<file path="src/rtl/tdm_demux16.sv">
// tdm_demux16: serial TDM receiver steering 16 slots into a registered parallel frame.
// An internal slot counter places each valid bit; a completed frame lands in Q with a one-cycle q_valid.
module tdm_demux16 #(
  parameter int BIT_ORDER  = 0,
  parameter int CONTINUOUS = 0
) (
  input  logic        clk,
  input  logic        rst,
  input  logic        din,
  input  logic        din_valid,
  input  logic        sof,
  output logic [15:0] Q,
  output logic        q_valid,
  output logic [3:0]  slot,
  output logic        busy,
  output logic        frame_err
);
  typedef enum logic {IDLE, RECV} state_t;
  state_t state;
  logic [15:0] frame_buf;
  logic [15:0] fill;
  logic [15:0] first;
  function automatic logic [3:0] pos(input logic [3:0] k);
    return BIT_ORDER != 0 ? ~k : k;
  endfunction
  // fill: buffer with the current bit merged in; first: a fresh frame holding only slot 0
  always_comb begin
    fill = frame_buf;
    fill[pos(slot)] = din;
    first = '0;
    first[pos(4'd0)] = din;
  end
  assign busy = state == RECV;
  always_ff @(posedge clk) begin
    if (rst) begin
      state     <= IDLE;
      frame_buf <= '0;
      slot      <= '0;
      Q         <= '0;
      q_valid   <= 1'b0;
      frame_err <= 1'b0;
    end else begin
      q_valid   <= 1'b0;
      frame_err <= 1'b0;
      if (din_valid) begin
        if (state == IDLE) begin
          if (sof || CONTINUOUS != 0) begin
            frame_buf <= first;
            slot      <= 4'd1;
            state     <= RECV;
          end
        end else if (sof && slot != 4'd0) begin
          frame_err <= 1'b1;
          frame_buf <= first;
          slot      <= 4'd1;
        end else if (slot == 4'd15) begin
          Q         <= fill;
          q_valid   <= 1'b1;
          frame_buf <= '0;
          slot      <= 4'd0;
          state     <= CONTINUOUS != 0 ? RECV : IDLE;
        end else begin
          frame_buf <= fill;
          slot      <= slot + 4'd1;
        end
      end
    end
  end
endmodule

</file>
<file path="config.mk">
export PLATFORM = sky130hd
export DESIGN_NAME = tdm_demux16
export DESIGN_NICKNAME = d
export VERILOG_FILES = /design/src/rtl/tdm_demux16.sv
export SDC_FILE = /design/constraint.sdc
export NUM_CORES = 1
export LEC_CHECK = 0
export ABC_CLOCK_PERIOD_IN_PS = 3000
export BUFFER_PORTS_ARGS = -buffer_cell sky130_fd_sc_hd__buf_2
export CAP_MARGIN = 10
export CORE_MARGIN = 10
export CORE_UTILIZATION = 40
export CTS_BUF_LIST = sky130_fd_sc_hd__clkbuf_2 sky130_fd_sc_hd__clkbuf_4 sky130_fd_sc_hd__clkbuf_8
export DETAILED_ROUTE_END_ITERATION = 10
export GPL_TIMING_DRIVEN = 0
export PLACE_DENSITY = 0.64
export SYNTH_ARGS = -nofsm -noshare
export SYNTH_HDL_FRONTEND = slang
export SYNTH_SLANG_ARGS = --single-unit
</file>
<file path="constraint.sdc">
create_clock -name clk -period 3 [get_ports clk]
set_clock_uncertainty 0.05 [all_clocks]
set_input_delay 0.45 -clock clk [delete_from_list [all_inputs] [get_ports clk]]
set_output_delay 0.45 -clock clk [all_outputs]
set_load 0.05 [all_outputs]
</file>
==> results of run 1 <==
==> logic make-up (layout without fill, tap and decap cells) <==
family          Yosys count  after routing
simple gates             66             66
buf+inv                  19             51
compound gates           48             48
mux                      17             17
fa+ha+maj                 5              5
flops                    38             38
==> metrics by stage <==
step	power, mW	cell area [µm²]
after floorplan	0.5772	1725
after global placement	0.5953	1908
after detailed placement	0.5955	1908
after CTS	1.130	2051
after global routing	1.165	2051
final	1.119	2051
==> critical path: cells and delay by family, from the launching register on <==
kind / cells / cell delay (ns)
AO/OA/AOI/OAI: 2 / 0.44
AND/OR/NAND/NOR: 2 / 0.61
buffers and inverters: 2 / 0.29
flip-flops: 1 / 0.38
adder cells (fa/ha/maj): 1 / 0.29
==> power by group through the flow <==
| stage | combinational (mW) | clock (mW) | sequential, mW |
|---|---|---|---|
| after floorplan | 0.0449 | 0 | 0.532 |
| after global routing | 0.0776 | 0.573 | 0.515 |
| after detailed placement | 0.0704 | 0 | 0.525 |
| final | 0.0704 | 0.535 | 0.513 |
| after global placement | 0.0705 | 0 | 0.525 |
| after CTS | 0.0706 | 0.546 | 0.513 |
==> worst max-delay path by stage <==
stage / start / endpoint / slack (ns) / depth (start not counted)
global placement: slot[0] / frame_buf[4] / 0.91 / 7
detailed placement: slot[0] / frame_buf[13] / 0.90 / 7
global route: slot[0] / Q[1] / 0.69 / 5
floorplan: slot[0] / frame_buf[2] / 0.87 / 7
CTS: slot[0] / frame_buf[1] / 0.88 / 7
finish: slot[0] / frame_buf[3] / 0.88 / 7
==> layer usage <==
| layer | global-route usage | up-vias | part of all wire |
|---|---|---|---|
| li1 | - | 736 | - |
| met1 | 0.1405 | 641 | 0.50 |
| met2 | 0.1669 | 27 | 0.42 |
| met3 | 0.05298 | 6 | 0.063 |
| met4 | 0.03743 | 0 | 0.013 |
| met5 | 0 | - | 0 |
==> final cells by class <==
type	instances	share of cell area
Multi-Input combinational cell	136	0.4295
Sequential cell	38	0.3710
Timing Repair Buffer	24	0.05857
Clock buffer	6	0.04027
Buffer	14	0.03173
Tap cell	50	0.03051
Clock inverter	2	0.02929
Inverter	5	0.009152
==> state kept, by name (all words and copies together), names as in the netlist <==
signal / count
Q: 16
frame_buf: 15
slot: 4
q_valid: 1
frame_err: 1
busy: 1
==> synth_stat cells (2+ instances only) <==
master,number
a211oi_1,15
a21oi_1,4
buf_2,4
clkbuf_1,9
dfxtp_1,38
ha_1,5
inv_1,5
mux2i_1,17
nand2_1,30
nand3_1,5
nor2_1,18
nor2b_1,4
o21ai_0,9
o21ai_1,2
o21ai_2,10
==> impl_metrics.yaml, run 1 <==
outcome:
  status: "complete, no violations"
final_layout:
  fillCellCount: 412
  area_delta_synth_final_pct: 18.85
  drive_gt1_frac: 0.2311
  final_cell_mix: "dfxtp_1 (38), nand2_1 (30), buf_2 (28)"
  post-route-util: 0.5018
  regArea_um2: 760.7
  diodes: 0
  fin_nets: 234
  multi_input_area_um2: 880.8
  final_common_cell: "dfxtp_1"
  fin_cells: 275
floorplan:
  core_mm2: 0.004086
  die_h_um: 85.68
  io_pins: 28
  initial_core_util: 0.4222
  dieArea_mm2: 0.007340
  rows: 23
  die_x_um: 85.68
cts:
  clkLatencyLatePin_ns: 0.29
  hold_buffers: 0
  clk_pin_slew_ns: 0.07
  ctsRootBufferMaster: "clkbuf_8"
  clock-sinks: 38
  post_cts_buffers: 0
  cts_resized: 0
  htreeDepth: 2
  cts.path.max_buffers: 2
  cts_tree: "yes"
  cts_inserted_buffers: 5
placed_design:
  gp_congestion: 0.8763
  dp_cells: 267
  hpwl_um: 2864
  io_buffer_count: 24
  pre_cts_ws_ns: 0.9023
routing:
  first_iter_violations: 63
  ant_nets: 0
  dr.pass1.iters: 4
  wl_um: 3908
  vias_per_cell: 5.127
  vias: 1410
  route.detailed.drc: 0
  wl_per_cell_um: 14.21
yosys:
  syn_area_per_cell_um2: 8.940
  ys_async_sr_fraction: 0
  synthAdderAreaFrac: 0.03626
  synth-seq-cells: 38
  synth_area_leader_cell: "dfxtp_1"
  syn-cell-area_mm2: 0.001725
  synth.distinct_cells: 33
  synthTopCellsByArea: "dfxtp_1 (44%), mux2i_1 (9.9%), a211oi_1 (6.5%), nand2_1 (6.5%), o21ai_2 (5.1%)"
  synth-edff-count: 0
  synth_xor_area_frac: 0
  synth_warnings: 0
  yosysTopAreaCellShare: 0.4409
  synth_mux_area_frac: 0.09862
  syn_nets: 203
  synth_simple_gate_area_share: 0.1769
  synth_compound_area_frac: 0.1987
  synth_top_family_by_area: "compound AO/OA/AOI/OAI gates"
  ys.flop_type: "dfxtp_1"
  synthCells: 193
  seq_area_frac_synth: 0.4409
pwr:
  vdd_drop_max_uv: 246.5
  seqPwrFrac: 0.459
  p_comb_frac: 0.063
  p_leak_nw: 0.8823
  p_clk_frac: 0.478
  pwr_density_cell_mw_per_mm2: 545.5
  p_sw_mw: 0.2333
  p_int_mw: 0.8853
  switching_share: 0.2086
critical_path:
  regToRegEndpoint: "frame_buf[3]"
  critPathMaxFanout: 10
  start_kind: "flop"
  ff2ff_setup_slack_ns: 0.88
  worstPathCellList: "inv_1, ha_1, or3b_4, a211o_1, nand2b_4, buf_6, o21ai_2"
  cp_slowest_cell: "or3b_4"
  reg2regPathDepth: 7
  required_ns: 3.18
  path_class: "reg2reg"
  r2r-start: "slot[0]"
  crit_path_max_incr_delay_ns: 0.44
  critPathCaptureType: "flop"
  arrival_ns: 2.30
sta:
  setup_viol: 0
  worst_hold_slack_ns: 0.4061
  clock.fmax_ghz: 0.4712
  slew_headroom: 0.6438
  final-hold-violation-count: 0
  max_slew.worst_pin.slew_ns: 0.5343
  fin_crit_sh: 0.7074
  fin_ws_ns: 0.8777
  rsz0062_at_grt: "false"
  slew_violations: 0
  period_needed_ns: 2.122
  finalSetupTns_ns: 0
global_route:
  antenna_found_initial: 0
  grt_max_degree: 13
  grt_usage: 0.1129
  grt_pass1_vias: 1389
  overflow: 0
  grt_first_pass_wirelength_um: 6775
hold_path:
  hp-start: "frame_buf[2]"
  hold_depth: 2
  min_to: "frame_buf[2]"
  hold_path_class: "reg2reg"
flow_run:
  maxCapViolCount: 0
No activity file was read; power rests on OpenSTA's default activity.
==> run 2, diff against run 1 <==
--- a/config.mk
+++ b/config.mk
@@ -5,7 +5,7 @@
 export SDC_FILE = /design/constraint.sdc
 export NUM_CORES = 1
 export LEC_CHECK = 0
-export ABC_CLOCK_PERIOD_IN_PS = 3000
+export ABC_CLOCK_PERIOD_IN_PS = 1900
 export BUFFER_PORTS_ARGS = -buffer_cell sky130_fd_sc_hd__buf_2
 export CAP_MARGIN = 10
 export CORE_MARGIN = 10
@@ -13,7 +13,7 @@
 export CTS_BUF_LIST = sky130_fd_sc_hd__clkbuf_2 sky130_fd_sc_hd__clkbuf_4 sky130_fd_sc_hd__clkbuf_8
 export DETAILED_ROUTE_END_ITERATION = 10
 export GPL_TIMING_DRIVEN = 0
-export PLACE_DENSITY = 0.64
+export PLACE_DENSITY = 0.66
 export SYNTH_ARGS = -nofsm -noshare
 export SYNTH_HDL_FRONTEND = slang
 export SYNTH_SLANG_ARGS = --single-unit
==> constraint.sdc (replaced) <==
create_clock -name clk -period 1.9 [get_ports clk]
set_clock_uncertainty 0.05 [all_clocks]
set_input_delay 0.285 -clock clk [delete_from_list [all_inputs] [get_ports clk]]
set_output_delay 0.285 -clock clk [all_outputs]
set_load 0.05 [all_outputs]
==> run 2 against run 1 <==
Net effect:
- global-route usage about the same
- power rose by 60%
- sequential share of layout area decreased by 1.3 points
- sequential power up 58%
- core utilization up 2.3 points
- critical path type unchanged
- critical endpoint is now frame_buf[5]
==> impl_metrics.yaml, run 2 (synthesis gave the netlist of run 1 again) <==
routing:
  vias: 1482
  ant_nets: 0
  route.detailed.drc: 0
  wl_per_cell_um: 14.60
  vias_per_cell: 5.255
  dr.pass1.iters: 4
  wl_um: 4117
  first_iter_violations: 151
sta:
  slew_violations: 0
  max_slew.worst_pin.slew_ns: 0.4543
  slew_headroom: 0.6971
  period_needed_ns: 1.859
  setup_viol: 0
  fin_ws_ns: 0.04060
  clock.fmax_ghz: 0.5378
  finalSetupTns_ns: 0
  fin_crit_sh: 0.9786
  final-hold-violation-count: 0
  worst_hold_slack_ns: 0.2424
  rsz0062_at_grt: "true"
critical_path:
  path_class: "reg2reg"
  required_ns: 2.08
  critPathCaptureType: "flop"
  ff2ff_setup_slack_ns: 0.04
  critical_path_buf_inv_count: 2
  regToRegEndpoint: "frame_buf[5]"
  arrival_ns: 2.04
  start_kind: "flop"
  cpLargestDelayFamily: "simple AND/OR/NAND/NOR gates"
  cp_slowest_cell: "dfxtp_4"
  critPathMaxFanout: 10
  crit_path_max_incr_delay_ns: 0.38
  r2r-start: "slot[0]"
  worstPathCellList: "inv_4, ha_4, or3b_4, a211o_1, nand2b_4, buf_8, o21ai_2"
  reg2regPathDepth: 7
placed_design:
  io_buffer_count: 24
  pre_cts_ws_ns: -0.02868
  hpwl_um: 2930
  dp_cells: 267
  gp_congestion: 0.9161
cts:
  cts_tree: "yes"
  cts.path.max_buffers: 2
  htreeDepth: 2
  ctsRootBufferMaster: "clkbuf_8"
  cts_inserted_buffers: 5
  clk_pin_slew_ns: 0.07
  clock-sinks: 38
  clkLatencyLatePin_ns: 0.29
global_route:
  grt_first_pass_wirelength_um: 6837
  grt_usage: 0.1130
  grt_pass1_vias: 1395
  overflow: 0
  grt_max_degree: 13
  antenna_found_initial: 0
pwr:
  power.total_mw: 1.788
  pwr_density_cell_mw_per_mm2: 833.9
  p_leak_nw: 0.9384
  vdd_drop_max_uv: 505.4
floorplan:
  rows: 23
  die_x_um: 85.68
  dieArea_mm2: 0.007340
  io_pins: 28
  die_h_um: 85.68
  initial_core_util: 0.4222
  core_mm2: 0.004086
final_layout:
  top_regs: "Q (16), frame_buf (15), slot (4)"
  fin_cells: 282
  final_cell_mix: "dfxtp_1 (36), nand2_1 (30), buf_2 (26)"
  diodes: 0
  fillCellCount: 381
  largest_reg_flops: 16
  drive_gt1_frac: 0.2888
  fin_nets: 241
  final_common_cell: "dfxtp_1"
  area_delta_synth_final_pct: 24.29
  largest_register: "Q"
flow_run:
  maxCapViolCount: 0
hold_path:
  min_to: "busy"
  hold_path_class: "in2reg"
  hold_depth: 3
  hp-start: "din_valid"
outcome:
  status: "complete, no violations"
==> run 2: cell types whose count changed in the layout (fill, tap and decap cells not counted), sizes merged <==
cell,change
clkbuf,+1
buf,+6
==> run 2: layer usage <==
layer  part of all wire  vias to the layer above  GRT usage
li1                   -                      754          -
met1               0.44                      676     0.1382
met2               0.45                       44     0.1730
met3              0.090                        8    0.04730
met4              0.014                        0    0.04042
met5                  0                        -          0
==> run 2: worst register-to-register path: cells and delay by family (launching register included) <==
kind            cells  cell delay [ns]
simple gates        2             0.55
compound gates      2             0.44
flops               1             0.38
buf+inv             2             0.23
fa+ha+maj           1             0.15
==> run 2: final cells by class <==
cell class | count | area, µm² | share of cell area
inverters | 5 | 21.27 | 0.009918
flip-flops and latches | 38 | 768.2 | 0.3582
repair buffers | 31 | 172.7 | 0.08051
multi-input cells | 136 | 899.6 | 0.4195
clock inverters | 2 | 60.06 | 0.02800
well taps | 50 | 62.56 | 0.02917
clock buffers | 6 | 82.58 | 0.03851
plain buffers | 14 | 77.57 | 0.03617
==> run 2: worst max-delay path by stage <==
stage / from / to / slack, ns / cells past startpoint
2_1_floorplan: slot[1] / frame_buf[5] / 0.03 / 7
3_3_place_gp: slot[1] / frame_buf[10] / -0.009 / 7
3_5_place_dp: slot[1] / frame_buf[13] / -0.03 / 7
4_1_cts: slot[0] / Q[5] / -0.02 / 6
5_1_grt: slot[0] / Q[7] / -0.02 / 6
6_report: slot[0] / frame_buf[5] / 0.04 / 7
==> run 2: repair_timing <==
| item | in CTS | in global routing |
|---|---|---|
| endpoints found under the setup margin | 22 | 26 |
| pin swaps | 2 | 3 |
| resized for setup | 3 | 9 |
| endpoints found under the hold margin | 0 | 0 |
| hold buffers | 0 | 0 |
| buffers inserted | 0 | 7 |
==> run 2: power by group <==
group | switching [mW] | internal, mW | total [mW]
Sequential | 0.00818 | 0.801 | 0.809
Combinational | 0.0821 | 0.0503 | 0.132
Clock | 0.287 | 0.560 | 0.847
==> run 2: metrics by stage <==
step,util,instance area [µm²]
final,0.5248,2145
after global routing,0.5248,2145
after CTS,0.5080,2076
after detailed placement,0.4718,1928
after global placement,0.4718,1928
after floorplan,-,1745
==> run 3, diff against run 2 <==
--- a/config.mk
+++ b/config.mk
@@ -5,6 +5,7 @@
 export SDC_FILE = /design/constraint.sdc
 export NUM_CORES = 1
 export LEC_CHECK = 0
+export ABC_AREA = 1
 export ABC_CLOCK_PERIOD_IN_PS = 1900
 export BUFFER_PORTS_ARGS = -buffer_cell sky130_fd_sc_hd__buf_2
 export CAP_MARGIN = 10
==> run 3 against run 2 <==
Net effect:
- register-to-register slack better by 0.12 ns
- hold slack got worse by 0.025 ns
- first-iteration DRC count decreased by 44%
- non-clock buffer count is 4 lower
- largest power group unchanged
- synthesized cell count grew 46%
- clock power increased by 2%
- cell area rose by 6.1%
- critical path type unchanged
==> impl_metrics.yaml, run 3 <==
floorplan:
  dieArea_mm2: 0.007998
  io_pins: 28
  core_mm2: 0.004692
  die_h_um: 89.43
  die_x_um: 89.43
  initial_core_util: 0.4109
  rows: 25
sta:
  worst_hold_slack_ns: 0.2177
  rsz0062_at_grt: "false"
  max_slew.worst_pin.slew_ns: 0.5062
  setup_viol: 0
  clock.fmax_ghz: 0.5743
  slew_violations: 0
  final-hold-violation-count: 0
  fin_crit_sh: 0.9165
  slew_headroom: 0.6625
  period_needed_ns: 1.741
  finalSetupTns_ns: 0
final_layout:
  fillCellCount: 501
  area_delta_synth_final_pct: 18.04
  drive_gt1_frac: 0.1703
  fin_nets: 326
  final_common_cell: "nor2_1"
  top_regs: "Q (16), frame_buf (15), slot (4)"
  diodes: 0
  final_cell_mix: "nor2_1 (64), nand2_1 (43), inv_1 (37)"
  largest_reg_flops: 16
  post-route-util: 0.4851
  largest_register: "Q"
cts:
  cts.path.max_buffers: 2
  cts_inserted_buffers: 5
  ctsRootBufferMaster: "clkbuf_8"
  clk_pin_slew_ns: 0.08
  clkLatencyLatePin_ns: 0.29
  cts_resized: 0
  clock-sinks: 38
  post_cts_buffers: 0
  hold_buffers: 0
  htreeDepth: 2
  cts_tree: "yes"
critical_path:
  required_ns: 2.05
  arrival_ns: 1.89
  start_kind: "flop"
  critical_path_buf_inv_count: 2
  crit_path_max_incr_delay_ns: 0.36
  ff2ff_setup_slack_ns: 0.16
  cpLargestDelayFamily: "simple AND/OR/NAND/NOR gates"
  critPathMaxFanout: 10
  worstPathCellList: "inv_1, ha_1, nand2_2, nand2_4, nand2_4, nor2_8, nand2_4, buf_6, nand3_1, nand2_1"
  critPathCaptureType: "flop"
  cp_slowest_cell: "dfxtp_2"
  crit_top_cell: "nand2_4"
  path_class: "reg2reg"
hold_path:
  hold_path_class: "in2reg"
flow_run:
  maxCapViolCount: 0
yosys:
  synthTopCellsByArea: "dfxtp_1 (39%), nor2_1 (12%), nand2_1 (8.4%), nand3_1 (7.5%), inv_1 (7.2%)"
  synth.distinct_cells: 23
  ys.flop_type: "dfxtp_1"
  syn_nets: 292
  synth_common_cells: "nor2_1 (64), nand2_1 (43), dfxtp_1 (38)"
  yosysMostFrequentCell: "nor2_1"
  yosysTopAreaCellShare: 0.3945
  synth-seq-cells: 38
  synthCells: 282
  syn-cell-area_mm2: 0.001928
  syn_area_per_cell_um2: 6.837
  synth-edff-count: 0
  synth_area_leader_cell: "dfxtp_1"
  ys_async_sr_fraction: 0
  seq_area_frac_synth: 0.3945
  synth_warnings: 0
pwr:
  p_leak_nw: 1.010
  pwr_density_cell_mw_per_mm2: 790.5
  vdd_drop_max_uv: 352.0
global_route:
  grt_first_pass_wirelength_um: 7948
  antenna_found_initial: 0
  grt_usage: 0.1283
  overflow: 0
  grt_pass1_vias: 1683
  grt_max_degree: 13
routing:
  route.detailed.drc: 0
  wl_um: 4649
  first_iter_violations: 85
  wl_per_cell_um: 12.53
  vias: 1777
  vias_per_cell: 4.790
  dr.pass1.iters: 4
  ant_nets: 0
outcome:
  status: "complete, no violations"
placed_design:
  io_buffer_count: 27
  gp_congestion: 0.8577
  hpwl_um: 3475
run 3: cell count changes in the layout (fill, tap and decap cells not counted), moves of 8 or more:
cell and change:
nand3_1 +24, a211oi_1 -15, o21ai_2 -10, inv_1 +34
o21ai_0 +8, mux2i_1 -17, nand4_1 +16, nor2_1 +46
nand2_1 +13
run 3: cell families (layout without fill, tap and decap cells):
kind of cell               after synthesis  count (layout)  synth area share
DFF                                     38              38            0.3945
adders and majority gates                5               5           0.03245
and+or+nand+nor                        162             162            0.3926
xor gates and xnor gates                 1               1          0.004543
AOI/OAI and AO/OA                       23              23           0.06035
buffers and inverters                   53              88            0.1155
run 3: power breakdown:
part	leakage, nW	switching, mW	internal (mW)
Sequential	0.307	0.00934	0.802
Combinational	0.631	0.0938	0.0310
Clock	0.0714	0.303	0.560
Total	1.01	0.406	1.39
run 3: final timing paths:
check	from	end	cells past startpoint
worst max-delay path	slot[0]	Q[12]	10
worst min-delay path	din	Q[15]	3
worst max register to register	slot[0]	Q[12]	10
worst min register to register	Q[5]	Q[5]	2
run 3: layout make-up:
class / count / area [µm²] / area share
multi-input combinational: 191 / 944.7 / 0.4151
sequential: 38 / 763.2 / 0.3353
inverter: 39 / 146.4 / 0.06432
timing repair buffer: 27 / 135.1 / 0.05937
clock buffer: 6 / 82.58 / 0.03628
buffer: 14 / 76.32 / 0.03353
tap: 54 / 67.56 / 0.02969
clock inverter: 2 / 60.06 / 0.02639
run 3: per-layer routing:
layer	vias up	share of wire	global-route usage
li1	964	-	-
met1	769	0.48	0.1561
met2	37	0.44	0.2013
met3	7	0.058	0.03373
met4	0	0.022	0.06936
met5	-	0	0
run 3: through the flow:
| stage | total power, mW | std cells | setup slack, ns | area (µm²) |
|---|---|---|---|---|
| finish | 1.799 | 371 | 0.1587 | 2276 |
| global route | 1.860 | 371 | 0.009223 | 2276 |
| CTS | 1.809 | 371 | 0.07994 | 2275 |
| detailed placement | 0.9553 | 363 | 0.1191 | 2132 |
| global placement | 0.9552 | 363 | 0.1715 | 2132 |
| floorplan | 0.9165 | 282 | 0.03700 | 1929 |
run 3: tightest hold or removal path: cells and delay by family:
| family | cells | cell delay, ns |
|---|---|---|
| AND/OR/NAND/NOR | 2 | 0.15 |
| buffers and inverters | 1 | 0.10 |
